**src/rtl/rlc_decoder.sv**
```systemverilog
// rlc_decoder: rebuilds one 8x8 block from (run, level) symbols.
// DC arrives first, then AC symbols in zigzag order until EOB or position 63.
// The finished raster-ordered block is held on coef_out until downstream takes it.

// One coefficient register of the block buffer.
module rlc_coef_cell #(
  parameter int W = 11
) (
  input  logic         clk,
  input  logic         srst,
  input  logic         clr,
  input  logic         we,
  input  logic [W-1:0] d,
  output logic [W-1:0] q
);

  // Clear wins over a write; the two never coincide in practice.
  always_ff @(posedge clk) begin
    if (srst || clr) q <= '0;
    else if (we)     q <= d;
  end

endmodule

module rlc_decoder #(
  parameter int N  = 10,
  parameter int RW = 4
) (
  input  logic                  clk,
  input  logic                  srst,
  input  logic                  sym_valid,
  output logic                  sym_ready,
  input  logic [RW-1:0]         sym_run,
  input  logic [N:0]            sym_level,
  input  logic                  sym_eob,
  output logic                  blk_valid,
  input  logic                  blk_ready,
  output logic [64*(N+1)-1:0]   coef_out,
  output logic                  blk_err
);

  localparam int W = N + 1;

  typedef enum logic [1:0] {S_DC, S_AC, S_FLUSH, S_OUT} state_t;

  state_t      state, state_d;
  logic [6:0]  pos, pos_d;
  logic [6:0]  tgt;
  logic        accept;
  logic        wr_en;
  logic [5:0]  wr_zz;
  logic [5:0]  wr_raster;
  logic        err_set;
  logic        clr;
  logic [63:0] cell_we;

  // Standard JPEG zigzag index -> raster index.
  function automatic logic [5:0] zz2raster(input logic [5:0] z);
    logic [5:0] r;
    case (z)
      6'd0:  r = 6'd0;   6'd1:  r = 6'd1;   6'd2:  r = 6'd8;   6'd3:  r = 6'd16;
      6'd4:  r = 6'd9;   6'd5:  r = 6'd2;   6'd6:  r = 6'd3;   6'd7:  r = 6'd10;
      6'd8:  r = 6'd17;  6'd9:  r = 6'd24;  6'd10: r = 6'd32;  6'd11: r = 6'd25;
      6'd12: r = 6'd18;  6'd13: r = 6'd11;  6'd14: r = 6'd4;   6'd15: r = 6'd5;
      6'd16: r = 6'd12;  6'd17: r = 6'd19;  6'd18: r = 6'd26;  6'd19: r = 6'd33;
      6'd20: r = 6'd40;  6'd21: r = 6'd48;  6'd22: r = 6'd41;  6'd23: r = 6'd34;
      6'd24: r = 6'd27;  6'd25: r = 6'd20;  6'd26: r = 6'd13;  6'd27: r = 6'd6;
      6'd28: r = 6'd7;   6'd29: r = 6'd14;  6'd30: r = 6'd21;  6'd31: r = 6'd28;
      6'd32: r = 6'd35;  6'd33: r = 6'd42;  6'd34: r = 6'd49;  6'd35: r = 6'd56;
      6'd36: r = 6'd57;  6'd37: r = 6'd50;  6'd38: r = 6'd43;  6'd39: r = 6'd36;
      6'd40: r = 6'd29;  6'd41: r = 6'd22;  6'd42: r = 6'd15;  6'd43: r = 6'd23;
      6'd44: r = 6'd30;  6'd45: r = 6'd37;  6'd46: r = 6'd44;  6'd47: r = 6'd51;
      6'd48: r = 6'd58;  6'd49: r = 6'd59;  6'd50: r = 6'd52;  6'd51: r = 6'd45;
      6'd52: r = 6'd38;  6'd53: r = 6'd31;  6'd54: r = 6'd39;  6'd55: r = 6'd46;
      6'd56: r = 6'd53;  6'd57: r = 6'd60;  6'd58: r = 6'd61;  6'd59: r = 6'd54;
      6'd60: r = 6'd47;  6'd61: r = 6'd55;  6'd62: r = 6'd62;  6'd63: r = 6'd63;
      default: r = 6'd0;
    endcase
    return r;
  endfunction

  assign sym_ready = (state != S_OUT);
  assign blk_valid = (state == S_OUT);
  assign accept    = sym_valid & sym_ready;
  // 7 bits holds the worst case 63 + 15 without wrapping.
  assign tgt       = pos + 7'(sym_run);
  assign wr_raster = zz2raster(wr_zz);

  // State register.
  always_ff @(posedge clk) begin
    if (srst) state <= S_DC;
    else      state <= state_d;
  end

  // Next state, write strobe, position update and error detection.
  always_comb begin
    state_d = state;
    pos_d   = pos;
    wr_en   = 1'b0;
    wr_zz   = 6'd0;
    err_set = 1'b0;
    clr     = 1'b0;
    case (state)
      S_DC: begin
        if (accept) begin
          wr_en   = 1'b1;
          pos_d   = 7'd1;
          state_d = S_AC;
        end
      end
      S_AC: begin
        if (accept) begin
          if (sym_eob) begin
            state_d = S_OUT;
          end else if (tgt <= 7'd63) begin
            wr_en = 1'b1;
            wr_zz = tgt[5:0];
            pos_d = tgt + 7'd1;
            if (tgt == 7'd63) state_d = S_OUT;
          end else begin
            err_set = 1'b1;
            state_d = S_FLUSH;
          end
        end
      end
      S_FLUSH: begin
        if (accept && sym_eob) state_d = S_OUT;
      end
      S_OUT: begin
        if (blk_ready) begin
          clr     = 1'b1;
          pos_d   = 7'd0;
          state_d = S_DC;
        end
      end
      default: state_d = S_DC;
    endcase
  end

  // Position counter and sticky overflow flag.
  always_ff @(posedge clk) begin
    if (srst) begin
      pos     <= 7'd0;
      blk_err <= 1'b0;
    end else begin
      pos <= pos_d;
      if (clr)          blk_err <= 1'b0;
      else if (err_set) blk_err <= 1'b1;
    end
  end

  // Block buffer: one register per raster position.
  for (genvar g = 0; g < 64; g++) begin : g_cell
    assign cell_we[g] = wr_en && (wr_raster == 6'(g));
    rlc_coef_cell #(.W(W)) u_cell (
      .clk  (clk),
      .srst (srst),
      .clr  (clr),
      .we   (cell_we[g]),
      .d    (sym_level),
      .q    (coef_out[g*W +: W])
    );
  end

endmodule

```
**config.mk**
```make
export PLATFORM = sky130hd
export DESIGN_NAME = rlc_decoder
export DESIGN_NICKNAME = d
export VERILOG_FILES = /design/src/rtl/rlc_decoder.sv
export SDC_FILE = /design/constraint.sdc
export NUM_CORES = 2
export LEC_CHECK = 0
export BUFFER_PORTS_ARGS = -buffer_cell sky130_fd_sc_hd__buf_2
export CAP_MARGIN = 20
export CORE_AREA = 2 2 281 283
export DETAILED_ROUTE_END_ITERATION = 6
export DIE_AREA = 0 0 283 285
export HOLD_SLACK_MARGIN = 0.08
export PLACE_DENSITY_LB_ADDON = 0.12
export SYNTH_ARGS = -nofsm -noshare
export SYNTH_HDL_FRONTEND = slang
export SYNTH_SLANG_ARGS = --single-unit
```
**constraint.sdc**
```tcl
create_clock -name clk -period 9.1 [get_ports clk]
set_clock_uncertainty 0.1 [all_clocks]
set_input_delay 1.82 -clock clk [delete_from_list [all_inputs] [get_ports clk]]
set_output_delay 1.82 -clock clk [all_outputs]
set_load 0.005 [all_outputs]
```
* Word level (Yosys, flattened, before mapping)
Memories as Yosys holds them, arrays and structs flattened. Cells that the tools add are included.
Word-level totals: output and inout bits 707, input port bits 20, memories 1, ROM bits 384, register bits after elaboration 714
Memory list:
- (name not given) | words 64, bits a word 6, rd ports 1, clocked after memory_dff 0, write ports 0, RTL line 60 | case (z)
Cells by class: mux-type cells 29, add/sub/neg operators 2, reductions and logical operators 72, eq/ne operators 75, bitwise operators 1, $lt $le $gt $ge 1
Operators with widths (count):
- 6-bit == test, second input constant | 32
- 6-bit by 5-bit == test with 1-bit output, second input constant | 16
- 1-bit logical AND | 65
- 6-bit by 4-bit == test with 1-bit output, second input constant | 8
- 7-bit 2-to-1 mux | 5
- 6-bit by 3-bit == test with 1-bit output, second input constant | 4
- 6-bit 2-to-1 mux | 4
- 7-bit one-hot mux with 3 select lines | 1
- 2-bit 2-to-1 mux | 7
- 6-bit by 2-bit == test with 1-bit output, second input constant | 2
- 2-bit inequality test, second input constant | 6
- 1-bit 2-to-1 mux | 10
- 2-bit one-hot mux with 4 select lines | 1
- 7-bit by 1-bit adder with 7-bit output, second input constant | 1
- 7-bit by 4-bit adder with 7-bit output | 1
- 7-bit by 6-bit == test with 1-bit output, second input constant | 1
- 7-bit by 6-bit <= comparator with 1-bit output, second input constant | 1
- 6-bit by 1-bit == test with 1-bit output, second input constant | 1
- 6-bit logical NOT | 1
- 6-bit AND reduction | 1
- 5-bit AND reduction | 1
- 2-bit == test, second input constant | 2
- 4-bit inequality test, second input constant | 1
- 3-bit nonzero test | 1
- other kinds (7) | 7

* Longest topological paths before layout
An unclocked memory read counts as a cell.
word-level depth 9, mapped depth 21

* Modules after synthesis
A second synthesis with hierarchy kept.
Unflattened totals: cells, all modules 2683, area total of the unflattened synthesis 28289.6 µm²
Modules (own cells, without submodules):
- rlc_coef_cell | area each 400.4 µm², cells an instance 36, times used 64
- rlc_decoder | area each 2665.1 µm², cells an instance 379, times used 1

* Worst setup path before layout
Ideal clock, no wire load.
path type input port to flip-flop, start point in sym_run[0], end point reg g_cell[31].u_cell.q[0], path slack 3008 ps, data arrival time 5860 ps, library setup time 132 ps, path buffers 3, stages on the path 20, path through ha_1 > fa_1 > ha_1 > and3b_1 > o211ai_2 > nor3_4 > a21oi_2 > and2_1 > ha_1 > nor2_1 > o21ai_0 > a32oi_1 > o221a_2 > o31ai_2 > and2_1 > clkbuf_1 > buf_4 > nand3_1 > buf_2 > mux2i_1
Between the ends: word-level cells in the longest chain between the ends 9
Ends and longest elaborated chain:
- start, declared | RTL line 33 | input logic [RW-1:0] sym_run,
- 7-bit by 4-bit adder with 7-bit output (*) | RTL line 86 | assign tgt = pos + 7'(sym_run);
- 7-bit by 6-bit <= comparator with 1-bit output | RTL line 115 | end else if (tgt <= 7'd63) begin
- 6-bit 2-to-1 mux | RTL line 115
- 6-bit 2-to-1 mux | RTL line 113 | if (sym_eob) begin
- 6-bit 2-to-1 mux | RTL line 112 | if (accept) begin
- 6-bit 2-to-1 mux | RTL line 103 | case (state)
- memory read 64 x 6 bit
- 6-bit by 5-bit == test with 1-bit output | RTL line 154 | assign cell_we[g] = wr_en && (wr_raster == 6'(g));
- 1-bit logical AND (*) | RTL line 154
- end signal, assigned | RTL line 19 | if (srst || clr) q <= '0;
- end signal, assigned | RTL line 20 | else if (we) q <= d;
- end, declared | RTL line 14 | output logic [W-1:0] q
Mark *: on every way between the ends. The rest lies on a longest branch, timed or not. A chain may end at the register's enable or synchronous reset.

* Final worst setup path
start point in sym_run[0], end point reg g_cell[14].u_cell.q[8]
Between the ends: word-level cells in the longest chain between the ends 9
Ends and longest elaborated chain (RTL line):
- 7-bit by 4-bit adder with 7-bit output (*) | 86
- 7-bit by 6-bit <= comparator with 1-bit output | 115
- 6-bit 2-to-1 mux | 115
- 6-bit 2-to-1 mux | 113
- 6-bit 2-to-1 mux | 112
- 6-bit 2-to-1 mux | 103
- memory read 64 x 6 bit
- 6-bit by 4-bit == test with 1-bit output | 154
- 1-bit logical AND (*) | 154
- end signal, assigned | 19
- end signal, assigned | 20
- end, declared | 14
Marks and branches as above.

==> summary.md <==
| Metric | Value |
|---|---|
| Worst relative slew slack | 22.1% |
| Reg clk slew, reported paths | 60 ps |
| Final #Nets | 3367 |
| Clock buffer depth | 3 |
| Design Area, Final | 0.0344 sq mm |
| DR WL/cell | 23.2 um |
| Placed cells | 4293 |
| Final min period | 7420 ps |
| Number of hold violations in the final report | 0 |
| N_diodes | 0 |
| Mapped Area | 0.0273 sq mm |
| Fin. max-slew vios | 0 |
| Syn. warnings | 0 |
| Die Height | 285 um |
| Fin cells | 4437 |
| Cell variety after synth | 80 |
| Lkg Pwr | 18.9 nW |
| Cts hold-fix bufs | 0 |
| Worst path max stage delay | 850 ps |
| CTS tree | built |
| Final worst slack | 1680 ps |
| Residual DRC count | 0 |
| Port Buffers | 726 |
| CP Capture Type | flip-flop |
| Initial core utilization | 35.0% |
| Final core utilization | 44.1% |
| Post-DP HPWL | 68600 um |
| RD Place Congestion | 0.840 |
| Most common cell after layout, fill and taps aside | nand2_1 |
| Place WS | 976 ps |
| Routed vias | 21800 |
| Placed cell area | 0.0317 sq mm |
| Worst Hold Class | reg2reg |
| WS Path Type | in2reg |
| VDD IR max | 0.127 mV |
| Tot GR Track Use | 24.5% |
| Die area | 0.0807 sq mm |
| Main synth FF type | dfxtp_1 |
| Worst path slowest cell | nand3_1 |
| Post-CTS Resized | 0 |
| Max FO, Critical Path | 16 |
| Worst EP required | 9510 ps |
| Drt first pass iters | 5 |
| Vias in the first global route | 21700 |
| Overflow after GRT | 0 |
| Die width | 283 um |
| Post-synthesis average cell area | 10.1 sq um |
| Row cnt | 103 |
| Clock root cell | clkbuf_16 |
| TritonCTS Buffers | 79 |
| Layout Area Growth over Synthesis | 25.9% |
| Fillers | 7586 |
| Syn Inst Count | 2704 |
| First-pass GRT wire length | 150000 um |
| Number of synthesized flops with an enable pin | 0 |
| Top Ports | 727 |
| Pwr Density | 212 mW/mm^2 |
| Core Box Area | 0.0780 sq mm |
| Initial DRC count | 1273 |
| Worst-Skew Late Latency | 630 ps |
| WP data arrival | 7840 ps |
| Outcome | completed |
| Routed WL | 103000 um |
| Initial antenna violation count | 0 |
| RSZ-0062 raised after global routing | no |
| Count of final setup violators | 0 |
| Max Freq | 135 MHz |
| CP cell instances | buf_2 -> ha_1 -> fa_1 -> a211oi_4 -> or4_1 -> nand3_1 -> a21oi_2 -> nand2_1 -> ha_1 -> and2_1 -> a311oi_1 -> o22ai_1 -> o2bb2a_1 -> and2_1 -> nand3_1 -> mux2i_1 |
| Worst-margin pin slew | 1170 ps |
| Fin Setup TNS | 0 ps |
| Leading cell types in the layout, fill and taps excluded | nand2_1, buf_2, dfxtp_1 |
| Seq/Total Area, Yosys | 52.4% |
| Htree depth | 3 |
| Vias/cell | 4.92 |
| Post-CTS Setup Inserts | 0 |
| Max_cap viols | 0 |
| Routed Antenna Nets | 0 |
| Crit path launch type | primary input |
| Layout cell share with drive strength beyond 1 | 27.9% |
| Net count after synthesis | 2746 |
| FFs w/ async S/R, synth | 0% |
| # clock sinks | 714 |
| Tcrit/Tclk final | 81.6% |
| FF+latch count, synth | 714 |
| Largest net degree at the start of global routing | 145 |
[metrics by stage]
step,hold WS [ps],total power [mW]
2_1_floorplan,336,3.79
3_3_place_gp,340,4.10
3_5_place_dp,344,4.10
4_1_cts,355,7.36
5_1_grt,369,7.55
6_report,352,7.29
[routing by layer]
| layer | wire length (um) | track usage (%) | up-vias |
|---|---|---|---|
| li1 | - | - | 10300 |
| met1 | 43300 | 29.8 | 10700 |
| met2 | 49100 | 41.5 | 694 |
| met3 | 6660 | 6.32 | 156 |
| met4 | 3730 | 9.61 | 0 |
| met5 | 0 | 0 | - |
[worst paths after layout]
kind | start | end | slack [ps] | cells past startpoint
max | sym_run[0] | g_cell[14].u_cell.q[8]$_SDFFE_PP0P_ | 1680 | 16
min | g_cell[11].u_cell.q[1]$_SDFFE_PP0P_ | g_cell[11].u_cell.q[1]$_SDFFE_PP0P_ | 350 | 2
max reg2reg | pos[0]$_SDFFE_PP0P_ | g_cell[14].u_cell.q[8]$_SDFFE_PP0P_ | 2630 | 15
min reg2reg | g_cell[11].u_cell.q[1]$_SDFFE_PP0P_ | g_cell[11].u_cell.q[1]$_SDFFE_PP0P_ | 350 | 2
[report_power, final]
| group | internal (mW) | switching, mW |
|---|---|---|
| logic | 0.235 | 0.621 |
| registers | 3.16 | 0.0209 |
| clock network | 1.90 | 1.35 |
[Yosys cell counts (all sizes together) (3+ instances only)]
cell type / number / area share (%)
o21ai: 16 / 0.29
a22oi: 3 / 0.082
a21oi: 18 / 0.37
nor2: 31 / 0.44
o211ai: 6 / 0.18
inv: 9 / 0.12
nand3: 69 / 1.3
nand4: 3 / 0.069
o21a: 3 / 0.082
nand2: 740 / 10
nor3: 12 / 0.26
a21boi: 4 / 0.12
dfxtp: 714 / 52
buf: 89 / 1.9
and3: 13 / 0.30
xnor2: 6 / 0.19
nand2b: 3 / 0.069
o31ai: 5 / 0.17
mux2i: 708 / 26
ha: 21 / 0.96
clkbuf: 155 / 2.1
and3b: 3 / 0.096
and2: 8 / 0.18
nor2b: 3 / 0.069
a211oi: 7 / 0.29
xor2: 6 / 0.22
nand3b: 3 / 0.082
nor4: 3 / 0.069
[critical path, delay by kind of cell]
kind	cells	cell delay [ps]
compound gates	5	1840
fa+ha+maj	3	1090
buf+inv	1	100
mux	1	360
simple gates	6	2620
[sequential cells by signal (all words and copies together) (netlist names)]
name             cells
g_cell.u_cell.q    704
pos                  7
state                2
blk_err              1
[logic make-up after synthesis]
family	after synthesis	share of synthesized area, %
AOI/OAI and AO/OA	93	2.64
adders and majority gates	22	1.04
muxes	710	26.1
and+or+nand+nor	900	13.4
DFF	714	52.4
buffers and inverters	253	4.12
xor gates and xnor gates	12	0.412
[layout make-up]
cell class	count	area, sq um	area share, %
clock buffers	117	2320	6.75
clock inverters	26	338	0.983
multi-input cells	1737	12000	34.9
repair buffers	784	4090	11.9
flip-flops and latches	714	14300	41.6
inverters	9	33.8	0.0983
well taps	1050	1310	3.82
No activity file was read; power rests on OpenSTA's default activity.
